File: config.mk
export PLATFORM = sky130hd
export DESIGN_NAME = an_sec_correct_ctrl
export DESIGN_NICKNAME = d
export VERILOG_FILES = /design/src/rtl/an_sec_correct_ctrl.sv
export SDC_FILE = /design/constraint.sdc
export NUM_CORES = 1
export LEC_CHECK = 0
export BUFFER_PORTS_ARGS = -buffer_cell sky130_fd_sc_hd__buf_2
export CORE_MARGIN = 2
export CORE_UTILIZATION = 40
export CTS_CLUSTER_SIZE = 28
export DETAILED_ROUTE_END_ITERATION = 7
export PLACE_DENSITY_LB_ADDON = 0.05
export SLEW_MARGIN = 10
export SYNTH_ARGS = -nofsm -noshare
export SYNTH_HDL_FRONTEND = slang
export SYNTH_SLANG_ARGS = --single-unit
File: constraint.sdc
create_clock -name clk -period 7.2 [get_ports clk]
set_input_delay 0.72 -clock clk [delete_from_list [all_inputs] [get_ports clk]]
set_output_delay 0.72 -clock clk [all_outputs]
set_load 0.02 [all_outputs]
File: src/rtl/an_sec_correct_ctrl.sv
// an_sec_correct_ctrl: serial AN-code single-error correction controller.
// Accepts a codeword, reduces it mod A_MOD one bit per cycle (MSB first),
// asks an external decoder for the error location matching the remainder,
// and applies a +/- 2^k correction when the location is usable.
// Optional build macro AN_SEC_STATS_EN enables the corrected/uncorrectable
// statistics counters; without it the counter ports read as 0.
module an_sec_correct_ctrl #(
  parameter int CW_W  = 52,
  parameter int A_MOD = 131,
  parameter int R_W   = 8
) (
  input  logic              clk,
  input  logic              rst,
  input  logic              in_valid,
  output logic              in_ready,
  input  logic [CW_W-1:0]   in_cw,
  output logic [R_W-1:0]    loc_r,
  input  logic signed [6:0] loc_l,
  output logic              out_valid,
  input  logic              out_ready,
  output logic [CW_W-1:0]   out_cw,
  output logic [1:0]        out_status,
  input  logic              stat_clr,
  output logic [15:0]       corr_cnt,
  output logic [15:0]       uncorr_cnt
);

  localparam int CNT_W = (CW_W > 1) ? $clog2(CW_W) : 1;

  typedef enum logic [2:0] {
    IDLE    = 3'd0,
    MOD     = 3'd1,
    LOOKUP  = 3'd2,
    CORRECT = 3'd3,
    DONE    = 3'd4
  } state_t;

  state_t            state, state_next;
  logic [CW_W-1:0]   word;
  logic [R_W-1:0]    r;
  logic [CNT_W-1:0]  cnt;
  logic signed [6:0] l_reg;

  logic [R_W:0]      t;
  logic [R_W-1:0]    r_step;
  logic [7:0]        l_mag;
  logic              l_in_range;
  logic [CW_W:0]     pow, sum, diff;
  logic [CW_W-1:0]   fix_cw;
  logic [1:0]        fix_status;

  assign in_ready = (state == IDLE);
  assign loc_r    = (state == LOOKUP) ? r : {R_W{1'b0}};

  // One serial reduction step: t = 2r + bit, subtract A_MOD once if needed.
  assign t      = {r, word[cnt]};
  assign r_step = (t >= (R_W+1)'(A_MOD)) ? R_W'(t - (R_W+1)'(A_MOD)) : t[R_W-1:0];

  // Location magnitude (l = -64 gives 64) and the 2^(|l|-1) correction term.
  assign l_mag      = l_reg[6] ? (8'd0 - {l_reg[6], l_reg}) : {1'b0, l_reg};
  assign l_in_range = (l_mag != 8'd0) && (32'(l_mag) <= 32'(CW_W));
  assign pow        = (CW_W+1)'(1) << (l_mag - 8'd1);
  assign sum        = {1'b0, word} + pow;
  assign diff       = {1'b0, word} - pow;

  // State register.
  always_ff @(posedge clk or posedge rst) begin
    if (rst) state <= IDLE;
    else     state <= state_next;
  end

  // Next-state logic.
  always_comb begin
    state_next = state;
    case (state)
      IDLE:    if (in_valid)  state_next = MOD;    else state_next = IDLE;
      MOD:     if (cnt == '0) state_next = LOOKUP; else state_next = MOD;
      LOOKUP:  state_next = CORRECT;
      CORRECT: state_next = DONE;
      DONE:    if (out_ready) state_next = IDLE;   else state_next = DONE;
      default: state_next = IDLE;
    endcase
  end

  // Correction decision: a borrow or carry means the location cannot be right.
  always_comb begin
    fix_cw     = word;
    fix_status = 2'b10;
    if (r == '0) begin
      fix_status = 2'b00;
    end else if (!l_in_range) begin
      fix_status = 2'b10;
    end else if (!l_reg[6]) begin
      if (diff[CW_W]) begin
        fix_status = 2'b10;
      end else begin
        fix_cw     = diff[CW_W-1:0];
        fix_status = 2'b01;
      end
    end else begin
      if (sum[CW_W]) begin
        fix_status = 2'b10;
      end else begin
        fix_cw     = sum[CW_W-1:0];
        fix_status = 2'b01;
      end
    end
  end

  // Datapath: capture, serial reduction, location latch and result registers.
  always_ff @(posedge clk or posedge rst) begin
    if (rst) begin
      word       <= '0;
      r          <= '0;
      cnt        <= '0;
      l_reg      <= 7'sd0;
      out_cw     <= '0;
      out_status <= 2'b00;
      out_valid  <= 1'b0;
    end else begin
      case (state)
        IDLE: begin
          if (in_valid) begin
            word <= in_cw;
            r    <= '0;
            cnt  <= CNT_W'(CW_W - 1);
          end
        end
        MOD: begin
          r   <= r_step;
          cnt <= cnt - CNT_W'(1);
        end
        LOOKUP:  l_reg <= loc_l;
        CORRECT: begin
          out_cw     <= fix_cw;
          out_status <= fix_status;
          out_valid  <= 1'b1;
        end
        DONE: if (out_ready) out_valid <= 1'b0;
        default: ;
      endcase
    end
  end

`ifdef AN_SEC_STATS_EN
  logic [15:0] corr_q, uncorr_q;
  assign corr_cnt   = corr_q;
  assign uncorr_cnt = uncorr_q;

  // Saturating statistics, counted as the result enters DONE; clear wins.
  always_ff @(posedge clk or posedge rst) begin
    if (rst) begin
      corr_q   <= 16'd0;
      uncorr_q <= 16'd0;
    end else if (stat_clr) begin
      corr_q   <= 16'd0;
      uncorr_q <= 16'd0;
    end else if (state == CORRECT) begin
      if (fix_status == 2'b01 && corr_q != 16'hFFFF) corr_q <= corr_q + 16'd1;
      if (fix_status == 2'b10 && uncorr_q != 16'hFFFF) uncorr_q <= uncorr_q + 16'd1;
    end
  end
`else
  logic unused_stat_clr;
  assign unused_stat_clr = stat_clr;
  assign corr_cnt        = 16'd0;
  assign uncorr_cnt      = 16'd0;
`endif

endmodule

==> metrics.txt <==
Largest regs=out_cw (52), word (52), r (8); post-CTS sizing=0; Slew Viols, Final=0; Core Region=0.03446 mm^2; Mean Syn Cell Area=7.582 um^2; H-tree lvl count=4; Worst setup SP type=flip-flop; measured slew at the worst slew-check pin=1.124 ns; crit-path max FO=17; setup tns final=0 ns; cts bufs inserted=17; layout cells sized above 1=15.82%; Area contributors post-synth=dfrtp_1 23%, ha_1 9.7%, nand2_1 8.6%, a21oi_1 5.1%, nor2_1 3.8%; required time of the critical path=7.50 ns; sequential cell area fraction in the yosys report=23.49%; Placement Cell Area=0.01514 mm^2; postcts setup bufs=0; drt drc=0; I/O pins=160; GRT overflow=0; area grow syn2layout=12.83%; Die W=190.8 um; Power Dens Cells=511.0 mW/mm^2; EDFF count, synth=0; 1st-pass router iterations=6; final hold slack=0.2933 ns; CTS tree=yes; Final Cell Area=0.01575 mm^2; peak supply drop=0.2546 mV; # diodes=0; commonest cells after routing, fill and taps aside=316 x nand2_1, 140 x a21oi_1, 139 x nor2_1; root buf cell=clkbuf_16; CP Data Arrival Time=7.08 ns; CTS sink cnt=131; largest net degree at the start of global routing=82; Net count, final=2114; clock slew at reported path FFs=0.07 ns; Ys Warns=0; multi-input logic area=0.009622 mm^2; worst skew pair latency=0.46 ns; CP max-delay cell=ha_2; f_max=0.1475 GHz; largest area contributor in the netlist=dfrtp_1; top-area cell type share of the netlist area=23.49%; Distinct cells, synth=95; CTS max path bufs=2; post-route ant nets=0; Max Cap Viol=0; post-DP HPWL=40090 um; critical path type=reg2reg; CP max stage delay=0.55 ns; number of fill cells in the layout=3612; Final Power=0.008047 W; Iter 0 DRT Violations=1299; commonest non-fill, non-tap cell in the layout=nand2_1; WL per Instance=22.40 um; I/O Buffers=126; initial antenna violation count=0; Synth Instances=1841; Relative slew margins=25.09%; chip height=190.8 um; Fin. Hold Viols=0; vias=14600; register area=0.003278 mm^2; num rows=68; vias in the first global route=13830; ys async rst share=100.0%; P_leak=7.521 nW; critical-path cell list=inv_1 > ha_1 > mux2i_1 > ha_1 > xnor2_1 > and3_1 > and2_1 > nand2_1 > ha_2 > nand4_1 > nor4_1 > nand4_1 > o21a_1 > a211oi_1 > buf_4 > o211ai_1 > nand3_1 > and3_4 > a221oi_1 > a211oi_1 > o31ai_1; Hold WC Path Type=in2async; Setup violations, final=0; Mapped Area=0.01396 mm^2; status=finished, final reports clean; Final min period=6.778 ns; hold buffers post-CTS=0; CP Capture Type=flip-flop; total die area=0.03641 mm^2; post-synthesis register bit count=131; final wirelength=53950 um; first-pass GRT wire length=83040 um; Initial Util=40.51%; gr usage total=29.96%; clk_skew=0.01503 ns; most common flop cell mapped by yosys=dfrtp_1; fin crit share=94.14%; RD Place Congestion=0.9731; vias per inst=6.063
[final timing paths]
| check | from | end | slack (ns) | depth (start not counted) |
|---|---|---|---|---|
| worst min-delay path | rst | out_cw[8]$_DFFE_PP0P_ | 0.29 | 2 |
| worst max-delay path | l_reg[1]$_DFFE_PP0N_ | out_cw[5]$_DFFE_PP0P_ | 0.42 | 21 |
| max in group asynchronous | rst | out_cw[38]$_DFFE_PP0P_ | 5.52 | 3 |
| min in group clk | in_cw[12] | word[12]$_DFFE_PP0P_ | 0.45 | 3 |
| worst min register to register | out_cw[19]$_DFFE_PP0P_ | out_cw[19]$_DFFE_PP0P_ | 0.47 | 2 |
| worst max register to register | l_reg[1]$_DFFE_PP0N_ | out_cw[5]$_DFFE_PP0P_ | 0.42 | 21 |
[through the flow]
stage	utilization [%]	worst slack, ns	cells
floorplan	-	1.678	1872
global placement	43.95	0.6442	2376
CTS	45.65	0.4580	2408
global route	45.70	-0.02218	2408
finish	45.70	0.4221	2408
detailed placement	43.95	0.4853	2376
[final cells by class]
| type | instances | share of cell area [%] |
|---|---|---|
| inverters | 117 | 2.820 |
| multi-input cells | 1476 | 61.09 |
| repair buffers | 197 | 7.945 |
| clock inverters | 13 | 0.9613 |
| well taps | 455 | 3.615 |
| clock buffers | 19 | 2.749 |
| flip-flops and latches | 131 | 20.82 |
[worst max-delay path, delay by kind of cell (launching register included)]
kind                     cells  cell delay [ns]
AND/OR/NAND/NOR              8             2.69
AO/OA/AOI/OAI                6             1.39
adder cells (fa/ha/maj)      3             1.17
flip-flops                   1             0.50
XOR/XNOR                     1             0.47
buffers and inverters        2             0.28
multiplexers                 1             0.10
[power by group]
part	total (W)	switching, W	internal [W]
combinational	0.00564	0.00358	0.00206
sequential	0.00151	0.000486	0.00103
clock	0.000895	0.000379	0.000516
total	0.00805	0.00445	0.00360
[cell families (layout without fill, tap and decap cells)]
group                      Yosys count  in the layout  synth area share, %
and+or+nand+nor                    697            697                22.92
muxes                               32             32                3.872
xor gates and xnor gates            28             28                1.918
other                                1             32              0.02687
buffers and inverters              265            346                8.784
adders and majority gates          110            110                9.968
DFF                                131            131                23.49
AOI/OAI and AO/OA                  577            577                29.02
[routing by layer]
layer / global-route usage (%) / share of wire [%] / vias up
met5: 0 / 0 / -
met4: 9.720 / 2.6 / 0
met3: 4.196 / 6.6 / 91
met2: 46.27 / 44 / 584
met1: 42.84 / 47 / 7091
li1: - / - / 6833
[Yosys cell counts, types with 10 or more instances]
cell type,number
o32ai_1,16
nor2b_1,24
o21a_1,12
inv_1,117
o21bai_1,28
o31ai_1,52
dfrtp_1,131
a211oi_1,11
o21ai_0,73
and2_1,27
clkbuf_1,70
xnor2_1,19
buf_4,40
o32a_1,13
a21o_1,31
or3_1,10
nand4_1,20
nand2b_1,10
a21oi_1,141
a31oi_1,18
a32oi_1,20
o22ai_1,27
nor3_1,29
nand2_1,318
mux4_2,16
ha_1,108
buf_2,28
nor2_1,140
nor4_1,29
and3_1,12
nand3_1,37
No activity file was read; power rests on OpenSTA's default activity.
